**config.mk**
```make
export PLATFORM = sky130hd
export DESIGN_NAME = dmem_lsu
export DESIGN_NICKNAME = d
export VERILOG_FILES = /design/src/rtl/dmem_lsu_pkg.sv /design/src/rtl/lsu_align.sv /design/src/rtl/dmem_lsu.sv
export SDC_FILE = /design/constraint.sdc
export NUM_CORES = 1
export LEC_CHECK = 0
export ABC_AREA = 1
export ABC_CLOCK_PERIOD_IN_PS = 4150
export CORE_MARGIN = 2
export CORE_UTILIZATION = 40
export DETAILED_ROUTE_END_ITERATION = 8
export GPL_TIMING_DRIVEN = 0
export HOLD_SLACK_MARGIN = 0.03
export PLACE_DENSITY = 0.72
export REMOVE_ABC_BUFFERS = 1
export SLEW_MARGIN = 20
export SYNTH_ARGS = -nofsm -noshare
export SYNTH_HDL_FRONTEND = slang
export SYNTH_SLANG_ARGS = --single-unit
```
**constraint.sdc**
```tcl
create_clock -name clk -period 4.15 [get_ports clk]
set_input_delay 0.83 -clock clk [delete_from_list [all_inputs] [get_ports clk]]
set_output_delay 0.83 -clock clk [all_outputs]
set_load 0.03 [all_outputs]
```
**src/rtl/dmem_lsu_pkg.sv**
```systemverilog
// dmem_lsu_pkg: shared definitions for the data-memory load/store unit.
//   - funct3 size/sign codes (F3_B, F3_H, F3_W, F3_BU, F3_HU)
//   - FSM state encoding
//   - req_bad(): flags illegal funct3 codes and misaligned addresses
package dmem_lsu_pkg;

  localparam logic [2:0] F3_B  = 3'b000;
  localparam logic [2:0] F3_H  = 3'b001;
  localparam logic [2:0] F3_W  = 3'b010;
  localparam logic [2:0] F3_BU = 3'b100;
  localparam logic [2:0] F3_HU = 3'b101;

  typedef enum logic [2:0] {
    ST_IDLE   = 3'd0,
    ST_LOAD   = 3'd1,
    ST_WR     = 3'd2,
    ST_RMW_RD = 3'd3,
    ST_RMW_WR = 3'd4,
    ST_ERR    = 3'd5
  } state_e;

  // Returns 1 when the request cannot be serviced: unknown funct3, an
  // unsigned-size code on a store, or a halfword/word that is misaligned.
  function automatic logic req_bad(input logic       we,
                                   input logic [2:0] funct3,
                                   input logic [1:0] addr_lo);
    logic bad;
    case (funct3)
      F3_B:    bad = 1'b0;
      F3_H:    bad = addr_lo[0];
      F3_W:    bad = (addr_lo != 2'b00);
      F3_BU:   bad = we;
      F3_HU:   bad = we | addr_lo[0];
      default: bad = 1'b1;
    endcase
    return bad;
  endfunction

endpackage

```
**src/rtl/lsu_align.sv**
```systemverilog
// lsu_align: purely combinational data steering for dmem_lsu.
//   funct3     in  : latched size/sign code
//   addr_lo    in  : latched byte offset within the word
//   rdata      in  : word read from memory
//   wdata_lo   in  : low 16 bits of the right-aligned store data
//   merge      in  : word captured during the read phase of a read-modify-write
//   load_data  out : selected byte/halfword/word, sign- or zero-extended
//   store_data out : merge word with the addressed byte/halfword lane replaced
module lsu_align
  import dmem_lsu_pkg::*;
(
  input  logic [2:0]  funct3,
  input  logic [1:0]  addr_lo,
  input  logic [31:0] rdata,
  input  logic [15:0] wdata_lo,
  input  logic [31:0] merge,
  output logic [31:0] load_data,
  output logic [31:0] store_data
);

  // Bring the addressed lane down to bit 0 (little-endian lanes).
  logic [31:0] shifted;
  assign shifted = rdata >> {addr_lo, 3'b000};

  always_comb begin
    case (funct3)
      F3_B:    load_data = {{24{shifted[7]}}, shifted[7:0]};
      F3_BU:   load_data = {24'h0, shifted[7:0]};
      F3_H:    load_data = {{16{shifted[15]}}, shifted[15:0]};
      F3_HU:   load_data = {16'h0, shifted[15:0]};
      default: load_data = rdata;
    endcase
  end

  // Per-lane merge: a byte store hits exactly one lane, a halfword store
  // hits the pair selected by addr_lo[1] and feeds each lane its own byte.
  genvar gi;
  generate
    for (gi = 0; gi < 4; gi++) begin : g_lane
      logic       hit;
      logic [7:0] src;
      assign hit = ((funct3 == F3_B) && (addr_lo == 2'(gi))) ||
                   ((funct3 == F3_H) && (addr_lo[1] == 1'(gi / 2)));
      assign src = (funct3 == F3_H) ? wdata_lo[8*(gi%2) +: 8] : wdata_lo[7:0];
      assign store_data[8*gi +: 8] = hit ? src : merge[8*gi +: 8];
    end
  endgenerate

endmodule

```
**src/rtl/dmem_lsu.sv**
```systemverilog
// dmem_lsu: load/store unit between the MEM stage and a word-wide data memory
// with combinational read and synchronous word write.
//   clk, rst_n                       : clock, asynchronous active-low reset
//   req_valid/req_ready              : request handshake (ready only in IDLE)
//   req_we, req_funct3, req_addr,
//   req_wdata                        : request fields, latched on acceptance
//   resp_valid, resp_err, resp_rdata : one-cycle completion pulse and result
//   mem_wen, mem_addr, mem_wdata     : memory write port / word address
//   mem_rdata                        : combinational memory read data
// Loads, word stores and rejected requests respond one cycle after
// acceptance; byte/halfword stores take a read cycle then a write cycle.
module dmem_lsu
  import dmem_lsu_pkg::*;
#(
  parameter int WIDTH      = 32,
  parameter int ADDR_WIDTH = 32
) (
  input  logic                  clk,
  input  logic                  rst_n,
  input  logic                  req_valid,
  output logic                  req_ready,
  input  logic                  req_we,
  input  logic [2:0]            req_funct3,
  input  logic [ADDR_WIDTH-1:0] req_addr,
  input  logic [WIDTH-1:0]      req_wdata,
  output logic                  resp_valid,
  output logic                  resp_err,
  output logic [WIDTH-1:0]      resp_rdata,
  output logic                  mem_wen,
  output logic [ADDR_WIDTH-1:0] mem_addr,
  output logic [WIDTH-1:0]      mem_wdata,
  input  logic [WIDTH-1:0]      mem_rdata
);

  state_e                state_q, state_d;
  logic                  we_q, we_d;
  logic [2:0]            funct3_q, funct3_d;
  logic [ADDR_WIDTH-1:0] addr_q, addr_d;
  logic [WIDTH-1:0]      wdata_q, wdata_d;
  logic [WIDTH-1:0]      merge_q, merge_d;

  logic [WIDTH-1:0]      load_data;
  logic [WIDTH-1:0]      store_data;

  lsu_align u_align (
    .funct3     (funct3_q),
    .addr_lo    (addr_q[1:0]),
    .rdata      (mem_rdata),
    .wdata_lo   (wdata_q[15:0]),
    .merge      (merge_q),
    .load_data  (load_data),
    .store_data (store_data)
  );

  // Next state and request latching.
  always_comb begin
    state_d  = state_q;
    we_d     = we_q;
    funct3_d = funct3_q;
    addr_d   = addr_q;
    wdata_d  = wdata_q;
    merge_d  = merge_q;
    case (state_q)
      ST_IDLE: begin
        if (req_valid) begin
          we_d     = req_we;
          funct3_d = req_funct3;
          addr_d   = req_addr;
          wdata_d  = req_wdata;
          if (req_bad(req_we, req_funct3, req_addr[1:0])) state_d = ST_ERR;
          else if (!req_we)                                state_d = ST_LOAD;
          else if (req_funct3 == F3_W)                     state_d = ST_WR;
          else                                             state_d = ST_RMW_RD;
        end
      end
      ST_RMW_RD: begin
        merge_d = mem_rdata;
        state_d = ST_RMW_WR;
      end
      default: state_d = ST_IDLE;
    endcase
  end

  always_ff @(posedge clk or negedge rst_n) begin
    if (!rst_n) begin
      state_q  <= ST_IDLE;
      we_q     <= 1'b0;
      funct3_q <= 3'b000;
      addr_q   <= '0;
      wdata_q  <= '0;
      merge_q  <= '0;
    end else begin
      state_q  <= state_d;
      we_q     <= we_d;
      funct3_q <= funct3_d;
      addr_q   <= addr_d;
      wdata_q  <= wdata_d;
      merge_q  <= merge_d;
    end
  end

  // Outputs are decoded from registered state and latched fields only, so
  // nothing on the memory side follows req_* combinationally.
  always_comb begin
    req_ready  = (state_q == ST_IDLE);
    mem_addr   = {addr_q[ADDR_WIDTH-1:2], 2'b00};
    mem_wen    = 1'b0;
    mem_wdata  = '0;
    resp_valid = 1'b0;
    resp_err   = 1'b0;
    resp_rdata = '0;
    case (state_q)
      ST_LOAD: begin
        resp_valid = 1'b1;
        resp_rdata = load_data;
      end
      ST_WR: begin
        mem_wen    = we_q;
        mem_wdata  = wdata_q;
        resp_valid = 1'b1;
      end
      ST_RMW_WR: begin
        mem_wen    = we_q;
        mem_wdata  = store_data;
        resp_valid = 1'b1;
      end
      ST_ERR: begin
        resp_valid = 1'b1;
        resp_err   = 1'b1;
      end
      default: ;
    endcase
  end

endmodule

```
# [Yosys cells after proc, flatten, opt, wreduce, memory -nomap -nowiden]
# Index checks and enable logic that the tools add are counted.
# W data, S select, Z words.
[op_classes] multipliers=0 add_sub_neg=0 n_lt_le_gt_ge=0 reduce_logical=18 eq_ne=16 div_mod_pow=0 shift=1 bitwise_logic=2 mux=19
[op_table] cell="$pmux W32 S4" count=1
[op_table] cell="$pmux W32 S2" count=1
[op_table] cell="$mux W8" count=5
[op_table] cell="$mux W32" count=1
[op_table] cell="$shr A32 B5 Y16" count=1
[op_table] cell="$eq A3 B3 Y1 const B" count=6
[op_table] cell="$eq A3 B1 Y1 const B" count=3
[op_table] cell="$eq A3 B2 Y1 const B" count=3
[op_table] cell="$logic_not A3 Y1" count=3
[op_table] cell="$logic_and A1 B1 Y1" count=6
[op_table] cell="$mux W1" count=6
[op_table] cell="$mux W3" count=2
[op_table] cell="$pmux W3 S2" count=1
[op_table] cell="$pmux W1 S5" count=1
[op_table] cell="$eq A2 B2 Y1 const B" count=2
[op_table] cell="$logic_or A1 B1 Y1" count=4
[op_table] cell="$reduce_or A4 Y1" count=1
[op_table] cell="$eq A2 B1 Y1 const B" count=1
[op_table] cell="$logic_not A2 Y1" count=1
[op_table] cell="$mux W2" count=1
[op_table] cell="$ne A2 B2 Y1 const B" count=1
[op_table] cell="$reduce_and A2 Y1" count=1
[op_table] cell="$reduce_bool A2 Y1" count=1
[op_table] cell="$reduce_or A2 Y1" count=1
[op_table] cell="2 further kinds" count=2
[word_totals] register_bits=103 in_bits=103 n_memories=0 romBits=0 wordCells=62 latch_bits=0 output_inout_bits=100 ramBits=0

# [Logic depth before layout (Yosys ltp)]
[logic_depth] word_depth=7 depth_mapped=11 ltp_nobuf=9

# [Modules after synthesis]
# A second synthesis with hierarchy kept.
[unflattened] hier_cells=890 hier_area_um2=6272.3
[modules_own_cells] mod="dmem_lsu" area_per_inst_um2=4951.0 instances=1 cells_per_inst=597 seq_area_each_um2=2577.5
[modules_own_cells] mod="lsu_align" area_per_inst_um2=1321.3 instances=1 cells_per_inst=293 seq_area_each_um2=0.0

# [Worst setup path after synthesis]
# No wires, ideal clock.
[synth_timing] kind="input-to-output" start="input port mem_rdata[31]" end="output port resp_rdata[21]" t_arrival_ns=1.810 setup_slack_ns=1.510 path_buffers=1 path_stages=9 t_required_ns=3.320 path_cell_list="nand2_1 > nand2_1 > nand2_1 > nand2_1 > nand2_1 > nand3_1 > nand2_2 > buf_6 > nor2_1"
[synth_via] elab_chain_cells=3
[synth_rtl] element="start, declared" line="dmem_lsu.sv:32" text="input logic [WIDTH-1:0] mem_rdata"
[synth_rtl] element="$shr A32 B5 Y16" line="lsu_align.sv:23" text="assign shifted = rdata >> {addr_lo, 3'b000};"
[synth_rtl] element="$pmux W32 S4" line="lsu_align.sv:26" text="case (funct3)"
[synth_rtl] element="$mux W32" line="dmem_lsu.sv:112" text="case (state_q)"
[synth_rtl] element="end, declared" line="dmem_lsu.sv:28" text="output logic [WIDTH-1:0] resp_rdata,"
# Every way passes these cells.

# [Worst setup path in the final report]
[layout_timing] start="input port mem_rdata[31]" end="output port resp_rdata[12]"
# Same word-level chain as after synthesis.

==> flow_summary.json <==
{
  "ys_ff_latch": 103,
  "antenna_left": 0,
  "cp_max_fo": 8,
  "synthesis.area_um2": 5830,
  "area_growth_pct": 36.7,
  "outcome": "completed",
  "worstHoldPathType": "in2async",
  "setup_violations": 0,
  "port_buffers": 200,
  "grtUsageTotal": 0.232,
  "layout.nets": 1044,
  "peakVddDrop_mv": 0.356,
  "grt_max_degree": 77,
  "syn-instance-count": 802,
  "drc_errors": 0,
  "antenna_found_initial": 0,
  "grt_pass1_wl_mm": 28.9,
  "vias": 5673,
  "clk_latency_ns": 0.35,
  "io_pins": 203,
  "tns_ns": 0,
  "cp_common_cell": "nand2_1",
  "cap_viol_max_count": 0,
  "die_x_um": 125,
  "rsz0062_at_grt": "false",
  "avgSynthCellArea_um2": 7.27,
  "finalHoldViolations": 0,
  "grt_overflow": 0,
  "cts.path.max_buffers": 2,
  "max_freq_mhz": 254,
  "power.leakage_uw": 0.00372,
  "numCtsBuffers": 9,
  "drt-total-wl_mm": 18.1,
  "r2r-start": "state_q[2]",
  "worstSetupPathType": "in2out",
  "synth-simple-area-share": 0.309,
  "crit_chain": "clkdlybuf4s50_1, nand2_1, nand2_1, nand2_1, nand2_1, a21oi_1, a21oi_1, clkdlybuf4s50_1",
  "cts.clk_slew.worst_paths_ns": 0.07,
  "worstRegToRegCells": 7,
  "yosysSeqAreaShare": 0.442,
  "start_util": 0.406,
  "finalCritPeriodShare": 0.950,
  "ys_warn_count": 0,
  "dieArea_um2": 15600,
  "rrSetupSlack_ns": 1.44,
  "postCtsHoldBufs": 0,
  "rr_endpoint": "state_q[1]",
  "routed_via_density": 5.02,
  "crit_path_start_kind": "primary input",
  "ys_types": 27,
  "diodes": 0,
  "endpoint_kind": "primary output",
  "skew_ns": 0.00896,
  "synth_top_family_by_area": "simple AND/OR/NAND/NOR gates",
  "grt_pass1_vias": 5477,
  "place.gp.congestion": 0.863,
  "synth_mux_area_frac": 0.0270,
  "endpoint": "resp_rdata[12]",
  "synth_compound_area_frac": 0.108,
  "nFillCells": 1378,
  "clock_sinks": 103,
  "max-slew-margin-rel": 0.440,
  "period_minus_slack_ns": 3.94,
  "critPathArrivalTime_ns": 3.11,
  "die_y_um": 125,
  "dpl.hpwl_mm": 12.3,
  "finalPower_uw": 6050,
  "startpoint": "mem_rdata[31]",
  "design.core.area_um2": 14400,
  "power.density_nw_per_um2": 759,
  "cts_root_buf": "clkbuf_16",
  "synth-main-ff-cell": "dfrtp_1",
  "cts_tree": "built",
  "synthAdderAreaFrac": 0,
  "tightest_slew_ns": 0.839,
  "synth_enable_flop_cells": 0,
  "first_pass_iters": 6,
  "wire_per_inst_um": 16.1,
  "async_flop_share": 1.00,
  "drv_slew": 0,
  "critPathMaxStageDelay_ns": 0.67,
  "row_count": 44,
  "yosys.area_share.xor_xnor": 0,
  "drt_iter0_markers": 361,
  "drive_gt1_frac": 0.0571,
  "cts_max_level": 3,
  "crit_slowest_cell": "clkdlybuf4s50_1",
  "critPathRequiredTime_ns": 3.32
}
## critical path, delay by kind of cell
kind                   cells  cell delay, ns
buffers and inverters      2            1.16
AOI/OAI and AO/OA          2            0.82
and+or+nand+nor            4            0.30
## metrics by stage
step	hold slack (ns)	instance area, µm²	utilization	std cells	setup WS (ns)
after floorplan	0.449	5340	-	728	1.19
after global placement	0.461	7580	0.527	1112	-1.84
after detailed placement	0.464	7640	0.532	1114	0.123
after CTS	0.413	7970	0.555	1130	0.0416
after global routing	0.434	7970	0.555	1130	0.0188
final	0.405	7970	0.555	1130	0.207
## logic make-up (layout without fill, tap and decap cells)
logic type | after synthesis | after routing
multiplexers | 14 | 14
AND/OR/NAND/NOR | 443 | 443
AO/OA/AOI/OAI | 120 | 120
other | 1 | 2
flip-flops | 103 | 103
buffers and inverters | 121 | 264
## Yosys cell counts (4+ instances only)
cell,number,area [µm²]
a21oi_1,17,85.1
buf_2,14,70.1
buf_4,35,263
buf_6,8,90.1
clkbuf_1,17,63.8
dfrtp_1,103,2580
inv_1,39,146
inv_2,7,26.3
mux2_2,14,158
nand2_1,311,1170
nand2_2,4,25.0
nand3_1,24,120
nand4_1,24,150
nor2_1,74,278
o21ai_0,76,380
o21ai_1,17,85.1
o22ai_1,4,25.0
## state kept, by name, indices dropped and copies added, names as in the netlist
signal and flops:
addr_q 32, funct3_q 3, merge_q 32, state_q 3, wdata_q 32, we_q 1
## what timing repair did
action / CTS / global route
setup endpoints to repair: 37 / 48
hold endpoints to repair: 0 / 0
resized for setup: 2 / 1
setup buffers: 0 / 0
## cell type report
type | count | area (µm²) | share of cell area
multi-input cells | 579 | 2600 | 0.326
flip-flops and latches | 103 | 2580 | 0.323
repair buffers | 202 | 2060 | 0.258
clock buffers | 11 | 243 | 0.0305
well taps | 184 | 230 | 0.0289
inverters | 46 | 179 | 0.0224
clock inverters | 5 | 81.3 | 0.0102
## power by group
group          internal (µW)  switching (µW)  leakage [µW]
clock network            546             384      0.000156
logic                   1200            2130       0.00234
registers               1470             329       0.00123
## placed cells by master, fill, tap and decap left out, types with 2 or more instances in the layout
cell type,netlist,routed
clkinvlp_4,0,2
mux2_2,14,14
clkdlybuf4s50_1,0,199
clkbuf_16,0,9
nor2_2,1,2
nor2_4,2,2
nand2_1,311,311
nand4_1,24,24
o21ai_1,17,17
bufinv_16,0,2
a21oi_1,17,17
nand2_4,2,2
nor2_1,74,73
nand3_1,24,23
buf_16,0,2
o211ai_1,3,3
o22ai_1,4,4
inv_1,39,38
conb_1,1,2
dfrtp_1,103,102
nand2_2,4,4
inv_2,7,6
o21ai_0,76,76
## how the worst min path moves through the flow
stage / start / endpoint / cells after the start / slack, ns
floorplan: wdata_q[16] / wdata_q[16] / 2 / 0.45
global placement: addr_q[30] / addr_q[30] / 2 / 0.46
detailed placement: addr_q[26] / addr_q[26] / 2 / 0.46
CTS: rst_n / wdata_q[2] / 1 / 0.41
global route: rst_n / wdata_q[2] / 1 / 0.43
finish: rst_n / wdata_q[2] / 1 / 0.41
## routing by layer
layer,vias to the layer above,part of all wire,track usage
li1,2804,-,-
met1,2634,0.45,0.311
met2,218,0.47,0.372
met3,17,0.074,0.0558
met4,0,0.013,0.0734
met5,-,0,0
No activity file was read; power rests on OpenSTA's default activity.
